<file path="config.mk">
export PLATFORM = sky130hd
export DESIGN_NAME = stopwatch_ctrl_flat
export DESIGN_NICKNAME = d
export VERILOG_FILES = /design/src/rtl/stopwatch_pkg.sv /design/src/rtl/stopwatch_ctrl_if.sv /design/src/rtl/stopwatch_ctrl_bcd_digit.sv /design/src/rtl/stopwatch_ctrl.sv /design/src/flat_wrapper.sv
export SDC_FILE = /design/constraint.sdc
export NUM_CORES = 1
export LEC_CHECK = 0
export BUFFER_PORTS_ARGS = -buffer_cell sky130_fd_sc_hd__buf_4
export CORE_MARGIN = 2
export CORE_UTILIZATION = 35
export DETAILED_ROUTE_END_ITERATION = 10
export PLACE_DENSITY = 0.51
export SLEW_MARGIN = 25
export SYNTH_ARGS = -nofsm -noshare
export SYNTH_HDL_FRONTEND = slang
export SYNTH_SLANG_ARGS = --single-unit
</file>
<file path="constraint.sdc">
create_clock -name clk -period 3.4 [get_ports clk]
set_clock_uncertainty 0.2 [all_clocks]
set_input_delay 0.68 -clock clk [delete_from_list [all_inputs] [get_ports clk]]
set_output_delay 0.68 -clock clk [all_outputs]
set_load 0.01 [all_outputs]
</file>
<file path="src/rtl/stopwatch_pkg.sv">
// Shared types and constants for the stopwatch controller.
package stopwatch_pkg;

  typedef enum logic [1:0] {
    ST_IDLE  = 2'd0,
    ST_RUN   = 2'd1,
    ST_PAUSE = 2'd2
  } state_e;

  localparam logic [3:0] SEC_TENS_MAX     = 4'd5;
  localparam logic [3:0] ONES_MAX         = 4'd9;
  localparam int         TICK_DIV_DEFAULT = 100000000;

endpackage

</file>
<file path="src/rtl/stopwatch_ctrl_if.sv">
// Button pulses in, BCD display and status out; slave side is the controller.
interface stopwatch_ctrl_if;

  logic       start_stop_pulse;
  logic       clear_pulse;
  logic       lap_pulse;
  logic [3:0] min_tens;
  logic [3:0] min_ones;
  logic [3:0] sec_tens;
  logic [3:0] sec_ones;
  logic       running;
  logic       wrap_pulse;
  logic       lap_active;

  modport master (
    output start_stop_pulse, clear_pulse, lap_pulse,
    input  min_tens, min_ones, sec_tens, sec_ones, running, wrap_pulse, lap_active
  );

  modport slave (
    input  start_stop_pulse, clear_pulse, lap_pulse,
    output min_tens, min_ones, sec_tens, sec_ones, running, wrap_pulse, lap_active
  );

endinterface

</file>
<file path="src/rtl/stopwatch_ctrl_bcd_digit.sv">
// One BCD digit of the stopwatch count; carry is combinational so digits chain in one cycle.
module bcd_digit #(
  parameter logic [3:0] MAX = 4'd9
) (
  input  logic       clk,
  input  logic       rst,
  input  logic       inc_en,
  input  logic       clr,
  output logic [3:0] value,
  output logic       carry
);

  logic [3:0] value_q, value_d;

  always_comb begin
    value_d = value_q;
    if (clr) begin
      value_d = '0;
    end else if (inc_en) begin
      value_d = (value_q == MAX) ? 4'd0 : value_q + 4'd1;
    end
  end

  always_ff @(posedge clk or posedge rst) begin
    if (rst) begin
      value_q <= '0;
    end else begin
      value_q <= value_d;
    end
  end

  assign value = value_q;
  assign carry = inc_en && (value_q == MAX);

endmodule

</file>
<file path="src/rtl/stopwatch_ctrl.sv">
// Stopwatch FSM, 1 Hz prescaler and MM:SS BCD count.
// Optional display freeze (lap) enabled by defining STOPWATCH_LAP_EN.
module stopwatch_ctrl
  import stopwatch_pkg::*;
#(
  parameter int TICK_DIV = TICK_DIV_DEFAULT,
  parameter int PRESC_W  = 27
) (
  input  logic               clk,
  input  logic               rst,
  stopwatch_ctrl_if.slave    sw
);

  localparam logic [PRESC_W-1:0] PRESC_LAST = PRESC_W'(TICK_DIV - 1);

  state_e             state_q, state_d;
  logic [PRESC_W-1:0] presc_q, presc_d;
  logic               running_q, running_d;
  logic               wrap_q, wrap_d;
  logic               tick;
  logic [3:0]         c_sec_ones, c_sec_tens, c_min_ones, c_min_tens;
  logic               cy_sec_ones, cy_sec_tens, cy_min_ones, cy_min_tens;

  // Clear takes priority over a coincident tick, so no carry reaches the digits.
  assign tick = (state_q == ST_RUN) && (presc_q == PRESC_LAST) && !sw.clear_pulse;

  always_comb begin
    state_d = state_q;
    presc_d = presc_q;
    case (state_q)
      ST_IDLE: begin
        if (sw.start_stop_pulse) begin
          state_d = ST_RUN;
          presc_d = '0;
        end
      end
      ST_RUN: begin
        presc_d = (presc_q == PRESC_LAST) ? '0 : presc_q + PRESC_W'(1);
        if (sw.start_stop_pulse) state_d = ST_PAUSE;
      end
      ST_PAUSE: begin
        if (sw.start_stop_pulse) state_d = ST_RUN;
      end
      default: begin
        state_d = ST_IDLE;
        presc_d = '0;
      end
    endcase
    if (sw.clear_pulse) begin
      state_d = ST_IDLE;
      presc_d = '0;
    end
    running_d = (state_d == ST_RUN);
    wrap_d    = cy_min_tens;
  end

  always_ff @(posedge clk or posedge rst) begin
    if (rst) begin
      state_q   <= ST_IDLE;
      presc_q   <= '0;
      running_q <= 1'b0;
      wrap_q    <= 1'b0;
    end else begin
      state_q   <= state_d;
      presc_q   <= presc_d;
      running_q <= running_d;
      wrap_q    <= wrap_d;
    end
  end

  bcd_digit #(.MAX(ONES_MAX)) u_sec_ones (
    .clk(clk), .rst(rst), .inc_en(tick), .clr(sw.clear_pulse),
    .value(c_sec_ones), .carry(cy_sec_ones)
  );

  bcd_digit #(.MAX(SEC_TENS_MAX)) u_sec_tens (
    .clk(clk), .rst(rst), .inc_en(cy_sec_ones), .clr(sw.clear_pulse),
    .value(c_sec_tens), .carry(cy_sec_tens)
  );

  bcd_digit #(.MAX(ONES_MAX)) u_min_ones (
    .clk(clk), .rst(rst), .inc_en(cy_sec_tens), .clr(sw.clear_pulse),
    .value(c_min_ones), .carry(cy_min_ones)
  );

  bcd_digit #(.MAX(SEC_TENS_MAX)) u_min_tens (
    .clk(clk), .rst(rst), .inc_en(cy_min_ones), .clr(sw.clear_pulse),
    .value(c_min_tens), .carry(cy_min_tens)
  );

  assign sw.running    = running_q;
  assign sw.wrap_pulse = wrap_q;

`ifdef STOPWATCH_LAP_EN
  logic        lap_q, lap_d;
  logic [15:0] snap_q, snap_d;
  logic [15:0] live;

  assign live = {c_min_tens, c_min_ones, c_sec_tens, c_sec_ones};

  always_comb begin
    lap_d  = lap_q;
    snap_d = snap_q;
    if (sw.clear_pulse) begin
      lap_d = 1'b0;
    end else if (state_q == ST_RUN) begin
      if (sw.start_stop_pulse) begin
        lap_d = 1'b0;
      end else if (sw.lap_pulse) begin
        lap_d = !lap_q;
        if (!lap_q) snap_d = live;
      end
    end
  end

  always_ff @(posedge clk or posedge rst) begin
    if (rst) begin
      lap_q  <= 1'b0;
      snap_q <= '0;
    end else begin
      lap_q  <= lap_d;
      snap_q <= snap_d;
    end
  end

  assign {sw.min_tens, sw.min_ones, sw.sec_tens, sw.sec_ones} = lap_q ? snap_q : live;
  assign sw.lap_active = lap_q;
`else
  logic unused_lap_pulse;
  assign unused_lap_pulse = sw.lap_pulse;

  assign sw.min_tens   = c_min_tens;
  assign sw.min_ones   = c_min_ones;
  assign sw.sec_tens   = c_sec_tens;
  assign sw.sec_ones   = c_sec_ones;
  assign sw.lap_active = 1'b0;
`endif

endmodule

</file>
<file path="src/flat_wrapper.sv">
// flat-port wrapper written by rule: the top's interface ports become plain ports
module stopwatch_ctrl_flat import stopwatch_pkg::*;
#(
  parameter int TICK_DIV = TICK_DIV_DEFAULT,
  parameter int PRESC_W  = 27
)
  (clk, rst, sw_start_stop_pulse, sw_clear_pulse, sw_lap_pulse, sw_min_tens, sw_min_ones, sw_sec_tens, sw_sec_ones, sw_running, sw_wrap_pulse, sw_lap_active);
  stopwatch_ctrl_if sw_i ();
  input  logic clk;
  input  logic rst;
  input wire logic [$bits(sw_i.start_stop_pulse)-1:0] sw_start_stop_pulse;
  input wire logic [$bits(sw_i.clear_pulse)-1:0] sw_clear_pulse;
  input wire logic [$bits(sw_i.lap_pulse)-1:0] sw_lap_pulse;
  output wire logic [$bits(sw_i.min_tens)-1:0] sw_min_tens;
  output wire logic [$bits(sw_i.min_ones)-1:0] sw_min_ones;
  output wire logic [$bits(sw_i.sec_tens)-1:0] sw_sec_tens;
  output wire logic [$bits(sw_i.sec_ones)-1:0] sw_sec_ones;
  output wire logic [$bits(sw_i.running)-1:0] sw_running;
  output wire logic [$bits(sw_i.wrap_pulse)-1:0] sw_wrap_pulse;
  output wire logic [$bits(sw_i.lap_active)-1:0] sw_lap_active;
  assign sw_i.start_stop_pulse = sw_start_stop_pulse;
  assign sw_i.clear_pulse = sw_clear_pulse;
  assign sw_i.lap_pulse = sw_lap_pulse;
  assign sw_min_tens = sw_i.min_tens;
  assign sw_min_ones = sw_i.min_ones;
  assign sw_sec_tens = sw_i.sec_tens;
  assign sw_sec_ones = sw_i.sec_ones;
  assign sw_running = sw_i.running;
  assign sw_wrap_pulse = sw_i.wrap_pulse;
  assign sw_lap_active = sw_i.lap_active;
  stopwatch_ctrl #(.TICK_DIV(TICK_DIV), .PRESC_W(PRESC_W)) u_core (.clk(clk), .rst(rst), .sw(sw_i));
endmodule
</file>
==> results.cfg, run 1 <==
[synth]
ys_ff_latch = 47
synth_cell_types = 51
synth_area_leaders = dfrtp_1 (45%), nor2_1 (4.5%), ha_1 (4.3%)
synth_edf_count = 0
ys_warn_count = 0
syn-num-nets = 285
synth-seq-area-share_pct = 45.4
synth_cells = 271
mappedNetlistArea_um2 = 2590
ys_async_sr_fraction_pct = 100
synth_top_area_cell = dfrtp_1
synth-main-ff-cell = dfrtp_1
synth.avg_cell_area_um2 = 9.56
synthDominantCellAreaShare_pct = 45.4

[setup_path]
r2r_cells = 6
critPathArrivalTime_ns = 2.64
critPathMaxFanout = 8
cp-end-kind = flip-flop
r2r_slack_ns = 0.79
criticalPathCategory = reg2reg
regToRegEndpoint = u_core.u_min_ones.value[2]$_DFFE_PP0P_
r2r-start = u_core.presc_q[0]$_DFFE_PP0P_
worstPathRequired_ns = 3.43
start_kind = flip-flop

[routing]
ant_nets = 0
drt_iter0_drc = 54
drc_errors = 0
routed_wl_um = 5330
vias = 2003
routedWlPerCell_um = 13.5
viasPerCell = 5.08
dr.pass1.iters = 5

[sta]
finalHoldViolCount = 0
finalMaxSlewViolations = 0
hold_ws_ns = 0.259
min_period_ns = 2.61
tns_ns = 0
period_share_pct = 76.6
setup_viol = 0
max_clock_freq_ghz = 0.384
relSlewSlack_pct = 35.6
rsz0062_at_grt = no
worst_pin_slew_ns = 0.959

[finish]
final_cells = 394
drive_gt1_share_pct = 15.3
mostFrequentLayoutCell = dfrtp_1
fin_nets = 309
syn_to_final_growth_pct = 14.2
fillers = 747
layout_common_cells = dfrtp_1 (47), nor2_1 (31), buf_4 (24)
design_area_um2 = 2960
antenna_cells = 0

[placement]
post-dp-hpwl_um = 3620
place_inst = 387
port_buffers = 21
place_area_um2 = 2870
gp_congestion = 0.709

[global_route]
overflow = 0
grt_pass1_wl_um = 9480
grt.busiest_layer = met2
grtUsageMet1_pct = 19.5
track_usage_pct = 14.1
grt_antenna_before_repair = 0
grt_max_degree = 48
use_met2_pct = 22.2
grt_pass1_vias = 1982
grt_use_met3_pct = 3.19

[clock_network]
root_buffer = clkbuf_8
h-tree-depth = 2
cts_setup_buffers = 0
cts_tree = built
cts.sinks = 47
cts.repair.resized = 0
insertion_delay_ns = 0.30
numCtsBuffers = 5
cts_buffer_depth = 2
cts.clk_slew.worst_paths_ns = 0.09
cts_hold_buffers = 0

[power]
p_total_uw = 963
p_leak_nw = 1.25
ir_drop_mv = 0.134
power_density_nw_per_um2 = 325

[run]
max-cap-violations = 0

[die]
io_pins = 24
core-area_um2 = 7210
die_area_um2 = 8110
initial_utilization_pct = 35.9
die_x_um = 90.0
die_y_um = 90.0
fp-row-count = 31

[status]
status = complete, no violations

[worst_hold_path]
worstHoldPathType = in2async
[worst max-delay path, stage by stage (launching register included)]
cell and delay, ns:
dfrtp_1 0.40, ha_1 0.19, nand3_1 0.25, nor4_4 0.51, nand4_1 0.35, or4_1 0.49, a21oi_1 0.15
[metrics by stage]
step	setup slack (ns)	util (%)
final	0.794	41.0
after global routing	0.577	41.0
after CTS	0.802	41.0
after detailed placement	0.585	39.8
after global placement	0.609	39.8
after floorplan	0.814	-
[flip-flops by register name (all words and copies together) (netlist names)]
signal                   count
u_core.u_sec_ones.value      4
u_core.presc_q              27
u_core.sw.running            1
u_core.sw.wrap_pulse         1
u_core.u_min_ones.value      4
u_core.state_q               2
u_core.u_min_tens.value      4
u_core.u_sec_tens.value      4
[cell usage after synthesis (2+ instances only)]
master and instances:
inv_1 10, nand3_1 16, a22o_1 2, nor3b_1 4, o21ai_0 7, nand2_1 21, nand4_1 13, xor2_1 11
and2_1 2, or3_1 10, o31ai_1 2, ha_1 9, nor4_4 2, mux2i_1 3, and3b_2 2, nor3_1 5
nor2b_1 3, or4_1 3, dfrtp_1 47, a21oi_1 18, and3b_1 2, nor4b_1 2, a31oi_1 3, nor2_1 31
nand2b_1 3, a211oi_1 2, and3_1 3, xnor2_1 8, clkbuf_1 5
[kinds of logic (layout without fill, tap and decap cells)]
group                      Yosys count  count (layout)  share of synthesized area, %
other                                1               1                         0.145
and+or+nand+nor                    135             135                          30.3
adders and majority gates            9               9                          4.35
buffers and inverters               18              42                          3.19
AOI/OAI and AO/OA                   38              38                          8.64
DFF                                 47              47                          45.4
xor gates and xnor gates            19              19                          6.42
muxes                                4               4                          1.59
[per-layer routing]
layer  routed length, µm  part of all wire, %
met1                2720                   51
met2                2390                   45
met3                 154                  2.9
met4                  68                  1.3
met5                   0                    0
[power breakdown]
group	switching [mW]	total (mW)	internal, mW	leakage (nW)
Sequential	0.00282	0.564	0.562	0.654
Combinational	0.0366	0.0518	0.0152	0.549
Clock	0.187	0.347	0.160	0.0470
[how the worst max path moves through the flow]
stage                                   from                                endpoint  slack [ns]  cells past startpoint
2_1_floorplan                 sw_clear_pulse  u_core.u_sec_tens.value[2]$_DFFE_PP0P_        0.81                      6
3_3_place_gp                  sw_clear_pulse  u_core.u_sec_tens.value[2]$_DFFE_PP0P_        0.61                      6
4_1_cts        u_core.presc_q[0]$_DFFE_PP0P_  u_core.u_sec_tens.value[2]$_DFFE_PP0P_        0.80                      6
5_1_grt        u_core.presc_q[1]$_DFFE_PP0P_  u_core.u_min_ones.value[2]$_DFFE_PP0P_        0.58                      6
3_5_place_dp                  sw_clear_pulse  u_core.u_sec_tens.value[2]$_DFFE_PP0P_        0.58                      6
6_report       u_core.presc_q[0]$_DFFE_PP0P_  u_core.u_min_ones.value[2]$_DFFE_PP0P_        0.79                      6
[area by class of cell]
class / instances / area [µm²] / share of cell area, %
tap: 99 / 124 / 4.18
inverter: 10 / 40.0 / 1.35
timing repair buffer: 25 / 200 / 6.76
multi-input combinational: 206 / 1330 / 45.0
clock buffer: 6 / 82.6 / 2.79
sequential: 47 / 1180 / 39.7
clock inverter: 1 / 5.00 / 0.169
(Power assumes the default switching activity.)
==> run 2: changes to the inputs <==
clock period = 2.6 ns   (was 3.4 ns; I/O delays follow)
==> results.cfg, run 2 (synthesized netlist as in run 1, its figures left out) <==
[status]
status = complete, no violations

[placement]
post-dp-hpwl_um = 3920
gp_congestion = 0.783
dp_slack_ns = 0.0346
port_buffers = 21
place_area_um2 = 3010

[clock_network]
cts.sinks = 47
numCtsBuffers = 5
cts_buffer_depth = 2
cts_tree = built
cts_hold_buffers = 0
insertion_delay_ns = 0.30
cts.clk_slew.worst_paths_ns = 0.08
h-tree-depth = 2
root_buffer = clkbuf_8

[die]
fp-row-count = 31
die_y_um = 90.0
die_x_um = 90.0
io_pins = 24
initial_utilization_pct = 35.9
die_area_um2 = 8110
core-area_um2 = 7210

[routing]
ant_nets = 0
routed_wl_um = 5400
routedWlPerCell_um = 13.0
viasPerCell = 5.06
drt_iter0_drc = 49
dr.pass1.iters = 4
drc_errors = 0
vias = 2099

[run]
max-cap-violations = 0

[finish]
fin_nets = 330
drive_gt1_share_pct = 21.2
largest-register = u_core.presc_q
largest_register_ffs = 27
mostFrequentLayoutCell = dfrtp_1
layout_common_cells = dfrtp_1 (47), buf_4 (45), nor2_1 (30)
fillers = 743
syn_to_final_growth_pct = 20.3
design_area_um2 = 3120
antenna_cells = 0

[global_route]
grt_pass1_vias = 1997
grt_max_degree = 28
grt_antenna_before_repair = 0
track_usage_pct = 14.3
overflow = 0
grt_pass1_wl_um = 9580

[sta]
period_share_pct = 92.8
rsz0062_at_grt = no
finalMaxSlewViolations = 0
min_period_ns = 2.41
finalHoldViolCount = 0
max_clock_freq_ghz = 0.415
fin_ws_ns = 0.188
tns_ns = 0
setup_viol = 0

[power]
p_leak_nw = 1.35
p_int_uw = 969
power_density_nw_per_um2 = 403
ir_drop_mv = 0.202
p_seq_share_pct = 58.7
switchingPower_uw = 288
switching_share_pct = 22.9
pwr-share-comb_pct = 6.0
p_clk_share_pct = 35.3

[setup_path]
start_kind = flip-flop
worstPathRequired_ns = 2.62
criticalPathCategory = reg2reg
critPathMaxFanout = 7
critPathArrivalTime_ns = 2.44
max_stage_delay_ns = 0.56
worstPathCellList = or4b_4 -> nor4_4 -> buf_4 -> nand4_1 -> or4_1 -> a21oi_1
crit_slowest_cell = or4b_4
cp-end-kind = flip-flop

[worst_hold_path]
worstHoldPathType = in2async
run 2: final timing paths:
path | from | end | slack [ns] | cells past startpoint
worst max-delay path | u_core.presc_q[17]$_DFFE_PP0P_ | u_core.u_min_ones.value[2]$_DFFE_PP0P_ | 0.19 | 6
worst max register to register | u_core.presc_q[17]$_DFFE_PP0P_ | u_core.u_min_ones.value[2]$_DFFE_PP0P_ | 0.19 | 6
worst min-delay path | rst | u_core.presc_q[2]$_DFFE_PP0P_ | 0.04 | 2
min in group clk | u_core.u_sec_tens.value[3]$_DFFE_PP0P_ | u_core.u_sec_tens.value[3]$_DFFE_PP0P_ | 0.31 | 1
worst min register to register | u_core.u_sec_tens.value[3]$_DFFE_PP0P_ | u_core.u_sec_tens.value[3]$_DFFE_PP0P_ | 0.31 | 1
max in group asynchronous | rst | u_core.u_min_ones.value[2]$_DFFE_PP0P_ | 1.65 | 3
run 2: power by group through the flow:
| stage | logic [mW] | clock network, mW | registers (mW) |
|---|---|---|---|
| 6_report | 0.0750 | 0.444 | 0.738 |
| 5_1_grt | 0.0853 | 0.497 | 0.739 |
| 4_1_cts | 0.0772 | 0.471 | 0.738 |
| 3_5_place_dp | 0.0772 | 0 | 0.753 |
| 3_3_place_gp | 0.0766 | 0 | 0.753 |
| 2_1_floorplan | 0.0447 | 0 | 0.752 |
run 2: what timing repair did:
item / in CTS / in global routing
endpoints found under the setup margin: 0 / 14
gates resized for setup: 0 / 1
buffers inserted: 0 / 2
run 2: layout make-up:
type | instances | area (µm²) | share of cell area [%]
clock buffers | 6 | 82.6 | 2.65
clock inverters | 1 | 5.00 | 0.161
inverters | 10 | 37.5 | 1.20
multi-input cells | 206 | 1340 | 42.8
flip-flops and latches | 47 | 1180 | 37.7
well taps | 99 | 124 | 3.97
repair buffers | 46 | 358 | 11.5
run 2: worst max-delay path, delay by kind of cell (launching register included):
family,cells,cell delay (ns)
buffers and inverters,1,0.18
AOI/OAI and AO/OA,1,0.15
DFF,1,0.41
and+or+nand+nor,4,1.41
run 2: stage by stage:
stage | std cells | util, % | hold slack, ns | power, mW
after CTS | 413 | 43.0 | 0.0524 | 1.29
after floorplan | 271 | - | 0.304 | 0.797
after global routing | 415 | 43.2 | 0.0804 | 1.32
after detailed placement | 406 | 41.8 | 0.297 | 0.830
final | 415 | 43.2 | 0.0410 | 1.26
after global placement | 406 | 41.8 | 0.293 | 0.829
run 2: layer usage:
layer	wire length [µm]	up-vias	global-route usage (%)	share of wire (%)
li1	-	1054	-	-
met3	189	7	3.19	3.5
met2	2530	35	23.6	47
met5	0	-	0	0
met1	2620	1003	19.1	48
met4	57	0	3.85	1.1
